==> src/rtl/shift_seq_ctrl.sv <==
// Sequencer for a universal shift register: takes a parallel word over a
// valid/ready handshake, issues one load cycle, then N shift cycles with done.
module shift_seq_ctrl #(
    parameter int N  = 4,
    parameter int CW = $clog2(N + 1)
) (
    input  logic          clk,
    input  logic          reset,
    input  logic          start_valid,
    output logic          start_ready,
    input  logic [N-1:0]  din,
    input  logic          dir,
    input  logic          fill_bit,
    input  logic          pause,
    output logic [1:0]    s_out,
    output logic [N-1:0]  d_out,
    output logic          sr_din,
    output logic          sl_din,
    output logic          busy,
    output logic          done,
    output logic [CW-1:0] shift_cnt
);

    typedef enum logic [1:0] {
        S_IDLE  = 2'b00,
        S_LOAD  = 2'b01,
        S_SHIFT = 2'b10,
        S_DONE  = 2'b11
    } state_t;

    localparam logic [1:0]    MODE_HOLD  = 2'b00;
    localparam logic [1:0]    MODE_RIGHT = 2'b01;
    localparam logic [1:0]    MODE_LEFT  = 2'b10;
    localparam logic [1:0]    MODE_LOAD  = 2'b11;
    localparam logic [CW-1:0] CNT_LAST   = CW'(N - 1);

    state_t       state;
    state_t       state_next;
    logic [N-1:0] word_q;
    logic         dir_q;
    logic         fill_q;
    logic         accept;
    logic         shift_step;

    assign accept     = (state == S_IDLE) && start_valid;
    assign shift_step = (state == S_SHIFT) && !pause;

    // NOTE: sequential state uses non-blocking assignments so every flop
    // samples pre-edge values regardless of process evaluation order.
    always_ff @(posedge clk or posedge reset) begin
        if (reset) begin
            state <= S_IDLE;
        end else begin
            state <= state_next;
        end
    end

    // NOTE: next-state and output logic assign a default first, so no path
    // through the case leaves a variable unassigned and infers a latch.
    always_comb begin
        state_next = S_IDLE;
        unique case (state)
            S_IDLE:  state_next = accept ? S_LOAD : S_IDLE;
            S_LOAD:  state_next = S_SHIFT;
            S_SHIFT: state_next = (shift_step && shift_cnt == CNT_LAST) ? S_DONE : S_SHIFT;
            S_DONE:  state_next = S_IDLE;
            default: state_next = S_IDLE;
        endcase
    end

    // Capture registers are written only on the accept edge, so later changes
    // on din/dir/fill_bit cannot disturb a frame in flight.
    always_ff @(posedge clk or posedge reset) begin
        if (reset) begin
            word_q    <= '0;
            dir_q     <= 1'b0;
            fill_q    <= 1'b0;
            shift_cnt <= '0;
        end else if (accept) begin
            word_q    <= din;
            dir_q     <= dir;
            fill_q    <= fill_bit;
            shift_cnt <= '0;
        end else if (shift_step) begin
            shift_cnt <= shift_cnt + CW'(1);
        end else if (state == S_DONE) begin
            shift_cnt <= '0;
        end
    end

    always_comb begin
        s_out       = MODE_HOLD;
        d_out       = '0;
        sr_din      = 1'b0;
        sl_din      = 1'b0;
        busy        = 1'b0;
        done        = 1'b0;
        start_ready = 1'b0;
        unique case (state)
            S_IDLE: begin
                start_ready = 1'b1;
            end
            S_LOAD: begin
                s_out = MODE_LOAD;
                d_out = word_q;
                busy  = 1'b1;
            end
            S_SHIFT: begin
                // pause is the only input allowed to reach an output directly.
                s_out  = pause ? MODE_HOLD : (dir_q ? MODE_LEFT : MODE_RIGHT);
                d_out  = word_q;
                sr_din = fill_q;
                sl_din = fill_q;
                busy   = 1'b1;
            end
            S_DONE: begin
                d_out = word_q;
                busy  = 1'b1;
                done  = 1'b1;
            end
            default: begin
                start_ready = 1'b0;
            end
        endcase
    end

endmodule
==> config.mk <==
export PLATFORM = sky130hd
export DESIGN_NAME = shift_seq_ctrl
export DESIGN_NICKNAME = d
export VERILOG_FILES = /design/src/rtl/shift_seq_ctrl.sv
export SDC_FILE = /design/constraint.sdc
export NUM_CORES = 1
export LEC_CHECK = 0
export CORE_UTILIZATION = 42
export DETAILED_ROUTE_END_ITERATION = 10
export PLACE_DENSITY = 0.72
export SLEW_MARGIN = 40
export SYNTH_ARGS = -nofsm -noshare
export SYNTH_HDL_FRONTEND = slang
export SYNTH_SLANG_ARGS = --single-unit
==> constraint.sdc <==
create_clock -name clk -period 1.9 [get_ports clk]
set_clock_uncertainty 0.2 [all_clocks]
set_input_delay 0.19 -clock clk [delete_from_list [all_inputs] [get_ports clk]]
set_output_delay 0.19 -clock clk [all_outputs]
set_load 0.02 [all_outputs]
==> results of run 1 <==
-- layout by cell type, fill, tap and decap left out --
| master | Yosys | layout |
|---|---|---|
| clkdlybuf4s50_1 | 0 | 12 |
| dfrtp_1 | 11 | 11 |
| buf_4 | 1 | 7 |
| mux2_4 | 6 | 6 |
| ha_1 | 7 | 6 |
| clkbuf_2 | 0 | 5 |
| nor2_1 | 4 | 4 |
| inv_1 | 6 | 4 |
| o21a_1 | 4 | 4 |
| and2b_2 | 4 | 4 |
| dlygate4sd2_1 | 0 | 4 |
| clkbuf_4 | 0 | 3 |
| inv_2 | 0 | 2 |
| clkdlybuf4s15_1 | 0 | 2 |
| nand2_4 | 1 | 1 |
| nand2b_4 | 1 | 1 |
| nor3b_1 | 1 | 1 |
| nand2b_1 | 1 | 1 |
| nand2_1 | 1 | 1 |
| o31ai_1 | 1 | 1 |
| and2_1 | 1 | 1 |
| and3b_1 | 1 | 1 |
| nor2b_1 | 1 | 1 |
| mux2i_1 | 1 | 1 |
| a21oi_1 | 1 | 1 |
| ha_4 | 0 | 1 |
| clkbuf_1 | 0 | 1 |
-- cell families (layout without fill, tap and decap cells) --
group           Yosys count  after routing  share of synthesized area
compound gates            6              6                     0.0644
simple gates             16             16                      0.172
fa+ha+maj                 7              7                      0.133
mux                       7              7                      0.152
flops                    11             11                      0.417
buf+inv                   8             40                     0.0625
-- final timing paths --
kind                                       start  depth (start not counted)                  endpoint  slack (ps)
max in group asynchronous                  reset                          2  shift_cnt[2]$_DFFE_PP0P_        1180
min                                        reset                          2     word_q[0]$_DFFE_PP0N_          20
max                           state[1]$_DFF_PP0_                          4                  d_out[1]          70
max reg2reg                   state[0]$_DFF_PP0_                          7  shift_cnt[0]$_DFFE_PP0P_         330
min in group clk           word_q[2]$_DFFE_PP0N_                          1     word_q[2]$_DFFE_PP0N_         310
min reg2reg                word_q[2]$_DFFE_PP0N_                          1     word_q[2]$_DFFE_PP0N_         310
-- worst max-delay path, stage by stage, from the launching register on --
cell	delay, ps
dfrtp_1	400
inv_2	90
ha_4	170
and2b_2	210
dlygate4sd2_1	310
-- final cells by class --
| class | count | area share |
|---|---|---|
| inverters | 6 | 0.0237 |
| clock buffers | 4 | 0.0276 |
| well taps | 15 | 0.0197 |
| flip-flops and latches | 11 | 0.289 |
| multi-input cells | 36 | 0.375 |
| repair buffers | 30 | 0.265 |
-- metrics by stage --
step / power (W) / cell area, um^2 / instances / setup WS (ps)
after floorplan: 0.00103 / 661 / 55 / 264
after global placement: 0.00142 / 943 / 98 / -85.5
after detailed placement: 0.00144 / 943 / 98 / -95.5
after CTS: 0.00155 / 971 / 102 / -38.7
after global routing: 0.00164 / 952 / 102 / 6.95
final: 0.00153 / 952 / 102 / 68.7
-- report_power, final --
part / leakage (nW) / switching, W / internal (W)
logic: 0.347 / 0.000457 / 0.000510
clock network: 0.0150 / 0.0000712 / 0.0000809
registers: 0.136 / 0.0000673 / 0.000340
-- sequential cells by signal (all words and copies together) (netlist names) --
| name | count |
|---|---|
| word_q | 4 |
| shift_cnt | 3 |
| state | 2 |
| dir_q | 1 |
| fill_q | 1 |
-- what timing repair did --
action	4_1_cts	5_1_grt
pin swaps	0	1
buffers inserted	0	0
gates resized for setup	15	12
endpoints found under the setup margin	11	8
-- layer usage --
metal | GRT usage | vias to the layer above | share of wire
met4 | 0.0194 | 0 | 0
li1 | - | 240 | -
met3 | 0.0261 | 0 | 0.055
met2 | 0.269 | 18 | 0.47
met5 | 0 | - | 0
met1 | 0.182 | 214 | 0.47
==> report_table.html, run 1 <==
<table>
<tr><th>Metric</th><th>Value</th></tr>
<tr><th colspan="2">Cells and area</th></tr>
<tr><td>Multi-input combinational cell area</td><td>357 um^2</td></tr>
<tr><td>Synthesis-to-finish area growth</td><td>44.1%</td></tr>
<tr><td>Number of inserted diodes</td><td>0</td></tr>
<tr><td>Fraction of layout cells with a size suffix above 1</td><td>0.345</td></tr>
<tr><td>Final #Nets</td><td>105</td></tr>
<tr><td>Area of all sequential standard cells</td><td>275 um^2</td></tr>
<tr><td>Number of filler cells placed in the layout</td><td>117</td></tr>
<tr><td>Util after Layout</td><td>0.689</td></tr>
<tr><th colspan="2">Yosys</th></tr>
<tr><td>Synthesized netlist cell count</td><td>55</td></tr>
<tr><td>Number of flops mapped to enable cells by yosys</td><td>0</td></tr>
<tr><td>Post-Syn Nets</td><td>72</td></tr>
<tr><td>Post-synthesis sequential element count</td><td>11</td></tr>
<tr><td>Warning count from the yosys run</td><td>0</td></tr>
<tr><td>Number of distinct library cells after synthesis</td><td>20</td></tr>
<tr><td>Cell area after synthesis</td><td>661 um^2</td></tr>
<tr><td>Largest area contributor in the synthesized netlist</td><td>dfrtp_1</td></tr>
<tr><td>Share of the synthesized area in the top cell type</td><td>0.417</td></tr>
<tr><td>Ys async rst share</td><td>1.00</td></tr>
<tr><td>Most instantiated library cell after synthesis</td><td>dfrtp_1</td></tr>
<tr><td>Top cells by area in the synthesized netlist</td><td>dfrtp_1 42%, mux2_4 14%, ha_1 13%, and2b_2 5.3%, o21a_1 4.5%</td></tr>
<tr><td>Prevailing post-synth register cell</td><td>dfrtp_1</td></tr>
<tr><td>Avg Inst Size Synth</td><td>12.0 um^2</td></tr>
<tr><td>Most used standard cells in the synthesized netlist</td><td>11 x dfrtp_1, 7 x ha_1, 6 x inv_1, 6 x mux2_4</td></tr>
<tr><td>Sequential fraction of the synthesis area</td><td>0.417</td></tr>
<tr><th colspan="2">Clock network</th></tr>
<tr><td>Clock network latency to the later pin of the worst-skew pair</td><td>260 ps</td></tr>
<tr><td>Inserted Clock Buffers</td><td>3</td></tr>
<tr><td>Number of clock sinks</td><td>11</td></tr>
<tr><td>Clk root buf</td><td>clkbuf_4</td></tr>
<tr><td>Clock-pin transition on the worst setup and hold timing paths</td><td>70 ps</td></tr>
<tr><td>H-Tree Depth</td><td>1</td></tr>
<tr><td>Post-cts hold buffer count</td><td>0</td></tr>
<tr><td>Clock tree from TritonCTS</td><td>yes</td></tr>
<tr><td>Buffers from clock root to sink, at most</td><td>2</td></tr>
<tr><th colspan="2">Die</th></tr>
<tr><td>Core region area</td><td>1380 um^2</td></tr>
<tr><td>Rows</td><td>13</td></tr>
<tr><td>Overall die height</td><td>41.7 um</td></tr>
<tr><td>Initial Utilization</td><td>0.478</td></tr>
<tr><td>Top-level I/O count</td><td>24</td></tr>
<tr><td>Area enclosed by the die boundary</td><td>1740 um^2</td></tr>
<tr><td>Horiz. Die Dim</td><td>41.7 um</td></tr>
<tr><th colspan="2">Power and ir drop</th></tr>
<tr><td>Static Leakage</td><td>0.498 nW</td></tr>
<tr><td>Pwr/cell area</td><td>1600 nW/um^2</td></tr>
<tr><td>Worst-case vdd ir drop</td><td>947 uV</td></tr>
<tr><th colspan="2">STA</th></tr>
<tr><td>Time the final worst path needs with I/O delays and setup</td><td>1830 ps</td></tr>
<tr><td>Max_slew headroom</td><td>0.717</td></tr>
<tr><td>Endpoints failing hold</td><td>0</td></tr>
<tr><td>Setup repair after global routing missed its margin</td><td>no</td></tr>
<tr><td>Max Fclk</td><td>0.546 GHz</td></tr>
<tr><td>WHS</td><td>19.3 ps</td></tr>
<tr><td>Share of the cycle needed by the critical path after routing</td><td>0.964</td></tr>
<tr><td>Number of setup violations in the final report</td><td>0</td></tr>
<tr><td>Slew at the pin closest to its max-slew limit</td><td>423 ps</td></tr>
<tr><td>Final max-slew violation count</td><td>0</td></tr>
<tr><td>Final-layout setup total negative slack</td><td>0 ps</td></tr>
<tr><th colspan="2">Routing</th></tr>
<tr><td>1st-iter DRT viols</td><td>3</td></tr>
<tr><td>Routed WL</td><td>1130 um</td></tr>
<tr><td>First-pass iteration count of the detailed router</td><td>3</td></tr>
<tr><td>Antenna violation net count after detailed routing</td><td>0</td></tr>
<tr><td>Routed WL per cell</td><td>11.0 um</td></tr>
<tr><td>Via count</td><td>472</td></tr>
<tr><td># DRC</td><td>0</td></tr>
<tr><td>Avg Vias per Cell</td><td>4.63</td></tr>
<tr><th colspan="2">Worst setup path</th></tr>
<tr><td>Setup crit end kind</td><td>primary output</td></tr>
<tr><td>Crit path max fanout</td><td>7</td></tr>
<tr><td>Category of the worst setup path launch point</td><td>register</td></tr>
<tr><td>Class of the most critical setup path</td><td>register to primary output</td></tr>
<tr><td>Worst endpoint data arrival time</td><td>1440 ps</td></tr>
<tr><td>Data required time of the worst path</td><td>1510 ps</td></tr>
<tr><th colspan="2">Global route</th></tr>
<tr><td>First-pass GRT wire length</td><td>2010 um</td></tr>
<tr><td>Congestion Overflow GR</td><td>0</td></tr>
<tr><td>Maximum number of pins on one net before global-route repair</td><td>12</td></tr>
<tr><td>Gr usage total</td><td>0.147</td></tr>
<tr><td>Number of global-route vias before repair</td><td>505</td></tr>
<tr><td>Antenna violations before repair</td><td>0</td></tr>
<tr><th colspan="2">Job</th></tr>
<tr><td>Maximum capacitance violations</td><td>0</td></tr>
<tr><th colspan="2">Worst hold path</th></tr>
<tr><td>Class of the most critical hold timing path</td><td>input port to async pin</td></tr>
<tr><th colspan="2">Place</th></tr>
<tr><td>Half-perimeter wire length after detailed placement</td><td>882 um</td></tr>
<tr><td>Final weighted congestion of routability-driven global placement</td><td>0.705</td></tr>
<tr><td>Port Buffer Count</td><td>23</td></tr>
<tr><th colspan="2">Run status</th></tr>
<tr><td>Outcome</td><td>finished, final reports clean</td></tr>
</table>
Power figures use the tool's default switching activity.
==> inputs of run 2 (changes only) <==
--- a/config.mk
+++ b/config.mk
@@ -6,7 +6,9 @@
 export NUM_CORES = 1
 export LEC_CHECK = 0
 export CORE_UTILIZATION = 42
+export CTS_CLUSTER_DIAMETER = 120
 export DETAILED_ROUTE_END_ITERATION = 10
+export HOLD_SLACK_MARGIN = 0.02
 export PLACE_DENSITY = 0.72
 export SLEW_MARGIN = 40
 export SYNTH_ARGS = -nofsm -noshare
==> results of run 2 <==
The final DEF is identical to that of run 1; final timing and power are the same.
